--- config.mk ---
export PLATFORM = sky130hd
export DESIGN_NAME = depth_event_normalizer
export DESIGN_NICKNAME = d
export VERILOG_FILES = /design/src/rtl/binance_depth_types.sv /design/src/rtl/depth_event_fifo.sv /design/src/rtl/depth_event_normalizer.sv
export SDC_FILE = /design/constraint.sdc
export NUM_CORES = 2
export LEC_CHECK = 0
export CAP_MARGIN = 5
export CORE_ASPECT_RATIO = 1.4
export CORE_MARGIN = 3
export CORE_UTILIZATION = 45
export DETAILED_ROUTE_END_ITERATION = 16
export SETUP_SLACK_MARGIN = 0.2
export SYNTH_ARGS = -nofsm -noshare
export SYNTH_HDL_FRONTEND = slang
export SYNTH_SLANG_ARGS = --single-unit
--- constraint.sdc ---
create_clock -name clk -period 79.4 [get_ports clk]
set_input_delay 15.88 -clock clk [delete_from_list [all_inputs] [get_ports clk]]
set_output_delay 15.88 -clock clk [all_outputs]
set_load 0.02 [all_outputs]
--- src/rtl/binance_depth_types.sv ---
// Shared types for the depth-event path: the normalised event record,
// record-type and side encodings, flag bit indices and the per-symbol
// sequence-sync state.
package binance_depth_types;

   localparam logic [7:0] REC_TYPE_DELTA    = 8'd0;
   localparam logic [7:0] REC_TYPE_SNAPSHOT = 8'd1;

   localparam logic SIDE_BID = 1'b0;
   localparam logic SIDE_ASK = 1'b1;

   localparam int FLAG_SNAP = 0;
   localparam int FLAG_GAP  = 1;

   typedef enum logic {
      UNSYNCED = 1'b0,
      SYNCED   = 1'b1
   } sync_state_e;

   typedef struct packed {
      logic [63:0] ts_rx_ns;
      logic [63:0] update_id;
      logic [15:0] symbol_id;
      logic [7:0]  rec_type;
      logic        side;
      logic [7:0]  flags;
      logic [31:0] price_fp;
      logic [31:0] qty_fp;
   } depth_event_t;

   // Builds the flag byte; every bit other than SNAP and GAP stays zero.
   function automatic logic [7:0] event_flags(input logic snap, input logic gap);
      logic [7:0] f;
      f            = 8'h00;
      f[FLAG_SNAP] = snap;
      f[FLAG_GAP]  = gap;
      return f;
   endfunction

endpackage

--- src/rtl/depth_event_fifo.sv ---
// Synchronous FIFO of depth_event_t. DEPTH must be a power of two so the
// pointers wrap naturally. The head reads as zero while the FIFO is empty.
module depth_event_fifo
   import binance_depth_types::*;
#(
   parameter int DEPTH = 8
) (
   input  logic                     clk,
   input  logic                     rst_n,
   input  logic                     push,
   input  depth_event_t             push_data,
   input  logic                     pop,
   output depth_event_t             pop_data,
   output logic                     full,
   output logic                     empty,
   output logic [$clog2(DEPTH):0]   count
);

   localparam int AW = $clog2(DEPTH);
   localparam int CW = AW + 1;

   depth_event_t   mem [DEPTH];
   logic [AW-1:0]  wr_ptr;
   logic [AW-1:0]  rd_ptr;
   logic [CW-1:0]  cnt;
   logic           do_push;
   logic           do_pop;

   assign full    = (cnt == CW'(DEPTH));
   assign empty   = (cnt == '0);
   assign count   = cnt;
   assign do_push = push && !full;
   assign do_pop  = pop && !empty;

   // Pointer and occupancy bookkeeping; simultaneous push and pop leave count unchanged.
   always_ff @(posedge clk or negedge rst_n) begin
      if (!rst_n) begin
         wr_ptr <= '0;
         rd_ptr <= '0;
         cnt    <= '0;
      end else begin
         if (do_push) wr_ptr <= wr_ptr + 1'b1;
         if (do_pop)  rd_ptr <= rd_ptr + 1'b1;
         if (do_push && !do_pop)      cnt <= cnt + 1'b1;
         else if (do_pop && !do_push) cnt <= cnt - 1'b1;
      end
   end

   // Storage array; contents are don't-care until written, so no reset.
   always_ff @(posedge clk) begin
      if (do_push) mem[wr_ptr] <= push_data;
   end

   assign pop_data = empty ? '0 : mem[rd_ptr];

endmodule

--- src/rtl/depth_event_normalizer.sv ---
// Multi-symbol depth event normaliser: maps unpacked records to
// depth_event_t, tracks per-symbol sequence sync, drops pre-snapshot and
// stale deltas, flags gaps, and buffers events in an output FIFO.
// Build option: define DEPTH_NORM_STATS_EN to implement the saturating
// stat_* counters; otherwise those ports are tied to zero.
//
// Handshake (both sides): a transfer happens on a rising edge where
// valid && ready are both high. in_ready is !full of the FIFO, whose
// occupancy is a register, so a pop from a full FIFO raises in_ready one
// cycle later. While out_valid && !out_ready the head and out_valid hold.
module depth_event_normalizer
   import binance_depth_types::*;
#(
   parameter int NUM_SYMBOLS = 4,
   parameter int FIFO_DEPTH  = 8,
   parameter int CNT_W       = 32
) (
   input  logic                    clk,
   input  logic                    rst_n,
   input  logic                    in_valid,
   output logic                    in_ready,
   input  logic [63:0]             in_ts_ns,
   input  logic [63:0]             in_update_id,
   input  logic [15:0]             in_symbol,
   input  logic [7:0]              in_rec_type,
   input  logic [7:0]              in_side,
   input  logic [31:0]             in_price_f32,
   input  logic [31:0]             in_qty_f32,
   input  logic                    sync_clr,
   output logic                    out_valid,
   input  logic                    out_ready,
   output depth_event_t            depth_ev,
   output logic [NUM_SYMBOLS-1:0]  synced,
   output logic                    gap_pulse,
   output logic [CNT_W-1:0]        stat_accept,
   output logic [CNT_W-1:0]        stat_drop,
   output logic [CNT_W-1:0]        stat_gap
);

   localparam int SYM_W = (NUM_SYMBOLS > 1) ? $clog2(NUM_SYMBOLS) : 1;

   // Per-symbol table
   sync_state_e  state_q    [NUM_SYMBOLS];
   logic [63:0]  last_uid_q [NUM_SYMBOLS];

   // Classification of the record currently on the input
   logic              sym_ok;
   logic [SYM_W-1:0]  sym_idx;
   sync_state_e       cur_state;
   sync_state_e       next_state;
   logic [63:0]       cur_uid;
   logic [63:0]       uid_next;
   logic              is_snap;
   logic              is_delta;
   logic              emit;
   logic              is_gap;
   logic              upd;
   depth_event_t      new_ev;

   logic              accept;
   logic              push;
   logic              fifo_full;
   logic              fifo_empty;
   logic [$clog2(FIFO_DEPTH):0] unused_fifo_count;
   logic [6:0]        unused_side;

   assign unused_side = in_side[7:1];
   assign in_ready    = !fifo_full;
   assign out_valid   = !fifo_empty;
   assign accept      = in_valid && in_ready;
   assign push        = accept && emit;

   // Classify the input record against its symbol's {state, last_uid}.
   always_comb begin
      sym_ok     = (in_symbol < 16'(NUM_SYMBOLS));
      sym_idx    = in_symbol[SYM_W-1:0];
      cur_state  = state_q[sym_idx];
      cur_uid    = last_uid_q[sym_idx];
      uid_next   = cur_uid + 64'd1;
      is_snap    = (in_rec_type == REC_TYPE_SNAPSHOT);
      is_delta   = (in_rec_type == REC_TYPE_DELTA);
      emit       = 1'b0;
      is_gap     = 1'b0;
      upd        = 1'b0;
      next_state = cur_state;
      if (sym_ok && is_snap) begin
         emit       = 1'b1;
         upd        = 1'b1;
         next_state = SYNCED;
      end else if (sym_ok && is_delta && (cur_state == SYNCED)) begin
         // Equality to last_uid+1 is tested before the stale check so the
         // wrap from all-ones to zero is accepted.
         if ((in_update_id == cur_uid) || (in_update_id == uid_next)) begin
            emit = 1'b1;
            upd  = 1'b1;
         end else if (in_update_id < cur_uid) begin
            emit = 1'b0;
         end else begin
            emit       = 1'b1;
            upd        = 1'b1;
            is_gap     = 1'b1;
            next_state = UNSYNCED;
         end
      end
   end

   // Assemble the normalised event from the input record.
   always_comb begin
      new_ev           = '0;
      new_ev.ts_rx_ns  = in_ts_ns;
      new_ev.update_id = in_update_id;
      new_ev.symbol_id = in_symbol;
      new_ev.rec_type  = is_snap ? REC_TYPE_SNAPSHOT : REC_TYPE_DELTA;
      new_ev.side      = in_side[0] ? SIDE_ASK : SIDE_BID;
      new_ev.flags     = event_flags(is_snap, is_gap);
      new_ev.price_fp  = in_price_f32;
      new_ev.qty_fp    = in_qty_f32;
   end

   // Per-symbol sync state machine and last-uid table; sync_clr overrides any update.
   always_ff @(posedge clk or negedge rst_n) begin
      if (!rst_n) begin
         for (int i = 0; i < NUM_SYMBOLS; i++) begin
            state_q[i]    <= UNSYNCED;
            last_uid_q[i] <= '0;
         end
      end else begin
         for (int i = 0; i < NUM_SYMBOLS; i++) begin
            if (sync_clr) begin
               state_q[i] <= UNSYNCED;
            end else if (accept && upd && (sym_idx == SYM_W'(i))) begin
               state_q[i] <= next_state;
            end
            if (accept && upd && (sym_idx == SYM_W'(i))) begin
               last_uid_q[i] <= in_update_id;
            end
         end
      end
   end

   // Expose the per-symbol SYNCED state.
   always_comb begin
      synced = '0;
      for (int i = 0; i < NUM_SYMBOLS; i++) begin
         synced[i] = (state_q[i] == SYNCED);
      end
   end

   // One-cycle gap pulse, aligned with the gap event becoming visible.
   always_ff @(posedge clk or negedge rst_n) begin
      if (!rst_n) gap_pulse <= 1'b0;
      else        gap_pulse <= accept && is_gap;
   end

   depth_event_fifo #(
      .DEPTH (FIFO_DEPTH)
   ) u_fifo (
      .clk       (clk),
      .rst_n     (rst_n),
      .push      (push),
      .push_data (new_ev),
      .pop       (out_ready),
      .pop_data  (depth_ev),
      .full      (fifo_full),
      .empty     (fifo_empty),
      .count     (unused_fifo_count)
   );

`ifdef DEPTH_NORM_STATS_EN
   logic drop;
   assign drop = accept && !emit;

   // Saturating statistics counters.
   always_ff @(posedge clk or negedge rst_n) begin
      if (!rst_n) begin
         stat_accept <= '0;
         stat_drop   <= '0;
         stat_gap    <= '0;
      end else begin
         if (push && (stat_accept != '1))                stat_accept <= stat_accept + 1'b1;
         if (drop && (stat_drop != '1))                  stat_drop   <= stat_drop + 1'b1;
         if (accept && is_gap && (stat_gap != '1))       stat_gap    <= stat_gap + 1'b1;
      end
   end
`else
   assign stat_accept = '0;
   assign stat_drop   = '0;
   assign stat_gap    = '0;
`endif

endmodule

==> run summary <==
Outcome -> finished, final reports clean
Clk buf depth -> 3
Synth Cell Area -> 81300 um^2
CP endpoint -> u_fifo.mem[1][38]$_DFFE_PP_
Post-Syn Instances -> 4062
Share of synthesized registers carrying an async set or reset -> 0.138
First-pass GRT wire length -> 281 mm
Mean post-synth cell area -> 20.0 um^2
I/O pins -> 557
Via density -> 5.62
Flop pwr share -> 0.394
Max cap viols -> 0
DRC -> 0
Commonest non-fill, non-tap cells in the layout -> edfxtp_1 (1688), mux4_2 (487), clkdlybuf4s50_1 (437)
Comb pwr share -> 0.310
1st-iter DRT viols -> 3035
Min Tclk post-route -> 24.02 ns
#FFs+latches synth -> 1959
Period utilization -> 0.303
Hold crit path type -> register to register
Core area -> 180000 um^2
Critical R2R Capture -> u_fifo.mem[1][38]$_DFFE_PP_
GRT Resource Usage Total -> 0.205
IO buf count -> 440
Pre-antenna DRT Iters -> 6
Rel. slew slack -> 0.241
Largest area contributor in the netlist -> edfxtp_1
Final nets -> 4889
Cell Int Power -> 2010 uW
Largest net degree at the start of global routing -> 123
Post_cts resized -> 0
Req. time, crit path -> 79.82 ns
Worst hold margin -> 0.501 ns
Crit. Startpoint -> in_symbol[0]
Crit path launch type -> input port
CTS root buf -> clkbuf_16
Setup slack, reg-to-reg -> 71.40 ns
M2 GR Usage -> 0.336
Clock sinks -> 1959
R2R cell count -> 14
Top-area cell type share of the netlist area -> 0.623
Post-CTS Hold Buffers -> 0
Routed wire per std cell -> 26.9 um
Commonest non-fill, non-tap cell in the layout -> edfxtp_1
Initial core utilization -> 0.453
Setup TNS -> 0 ns
Final Hold Fails -> 0
Post-DP HPWL -> 109 mm
Die height -> 509 um
Synth warn -> 0
Max H-tree Level -> 4
Total Power -> 2880 uW
Count of final setup violators -> 0
Layer with the highest usage -> met2
Fin. max-slew vios -> 0
Post-synth EDFFs -> 1688
Vias in the first global route -> 42300
Net Sw Frac -> 0.301
Filler cells -> 14300
Initial antenna violation count -> 30
Final WL -> 191 mm
WS Path Type -> input port to register
Least-Margin Pin Slew -> 1.13 ns
Critical-path maximum fanout -> 48
DIE AREA -> 186000 um^2
Total congestion overflow -> 0
Row cnt -> 184
Skew-Pair Late Insertion Delay -> 0.82 ns
Die X -> 365 um
Crit path capture type -> register
Worst r2r src -> last_uid_q[130]$_DFFE_PN0P_
Num CTS Buffers -> 188
Grt met3 use -> 0.0522
DRT antenna net count -> 0
Clock Pin Slew Worst Setup and Hold Paths -> 0.06 ns
Cell variety after synth -> 71
Final Skew -> 0.0284 ns
RSZ-0062 raised after global routing -> no
Cell Pwr Density -> 30.7 nW/um^2
Synth top area cells -> edfxtp_1 (62%), mux4_2 (13%), dfrtp_1 (8.3%)
Worst VDD drop -> 0.0000303 V
Net switching power -> 868 uW
Achievable frequency -> 41.6 MHz
TritonCTS clock tree -> built
Post-CTS Setup Repair Bufs -> 0
Lkg Pwr -> 0.0327 uW
GRT met1 Usage -> 0.276
Commonest register cell after synthesis -> edfxtp_1
Syn-to-layout area delta -> 15.5%
Vias -> 39800
Clock power frac -> 0.296
Seq/Total Area, Yosys -> 0.707
Worst path arrival time -> 24.44 ns
GP Congestion -> 0.943
Share of cells above drive strength 1 -> 0.236
-- cell type report --
type,instances,area (um^2),area share
antenna,20,50.0,0.000533
clock inverter,93,798,0.00850
sequential,1959,57500,0.612
clock buffer,249,5010,0.0533
timing repair buffer,530,5170,0.0550
tap,2325,2910,0.0310
inverter,75,282,0.00300
multi-input combinational,1835,22200,0.237
-- synthesized netlist by cell type, types with 29 or more instances --
master and count:
edfxtp_1 1688, mux4_2 487, dfrtp_1 271, nor2_1 245
mux2i_1 213, mux2_4 196, buf_4 115, xnor2_1 79
buf_1 77, inv_1 75, ha_1 70, clkbuf_1 69
mux2_2 63, nand2_1 40, nand3_1 31, nand4_1 31
nor4_1 31, nor3_1 29
-- registers in the layout (all words and copies together), names as in the netlist --
signal,cells
u_fifo.mem,1688
last_uid_q,256
synced,4
u_fifo.count,4
u_fifo.rd_ptr,3
u_fifo.wr_ptr,3
gap_pulse,1
-- critical path, cell delays in order --
cell and delay, ns:
buf_4 0.58, buf_4 0.71, mux4_2 0.45, nand3_1 0.26, nor4_2 0.61, nand3_1 0.52
o31ai_1 0.43, nand4_1 0.20, nor4_1 0.53, nand4_1 0.16, and4b_1 0.69, o21ai_1 0.53
nor4b_2 0.41, buf_4 0.66, buf_4 0.87, buf_4 0.84
-- metrics by stage --
stage                     std cells  utilization  cell area (um^2)  setup WS, ns
after floorplan                4170            -             81700         37.29
final                          7086        0.523             93900         55.38
after CTS                      7066        0.523             93900         55.31
after global routing           7067        0.523             93900         54.88
after detailed placement       6724        0.490             88100         54.42
after global placement         6724        0.490             88100         54.47
-- how the worst min path moves through the flow --
stage	to	depth (start not counted)	start
after CTS	last_uid_q[72]$_DFFE_PN0P_	1	last_uid_q[72]$_DFFE_PN0P_
after floorplan	u_fifo.count[3]$_DFFE_PN0P_	1	u_fifo.count[3]$_DFFE_PN0P_
after global routing	last_uid_q[225]$_DFFE_PN0P_	1	last_uid_q[225]$_DFFE_PN0P_
final	last_uid_q[68]$_DFFE_PN0P_	1	last_uid_q[68]$_DFFE_PN0P_
after global placement	last_uid_q[78]$_DFFE_PN0P_	1	last_uid_q[78]$_DFFE_PN0P_
after detailed placement	last_uid_q[70]$_DFFE_PN0P_	1	last_uid_q[70]$_DFFE_PN0P_
-- per-layer routing --
metal,up-vias,wire (um)
li1,17200,-
met1,21300,80200
met2,1041,93100
met3,271,13200
met4,26,3970
met5,-,163
-- power groups by stage --
stage	Sequential, uW	Combinational (uW)	Clock (uW)
5_1_grt	1140	959	919
3_3_place_gp	1160	909	0
4_1_cts	1140	915	880
6_report	1140	894	854
2_1_floorplan	1140	567	0
3_5_place_dp	1160	912	0
-- logic make-up after synthesis --
family          Yosys count  synth area share
mux                     959             0.206
compound gates          115            0.0100
xor+xnor                107            0.0115
flops                  1959             0.707
fa+ha+maj                71            0.0110
simple gates            474            0.0286
other cells               1         0.0000461
buf+inv                 376            0.0258
No activity file was read; power rests on OpenSTA's default activity.
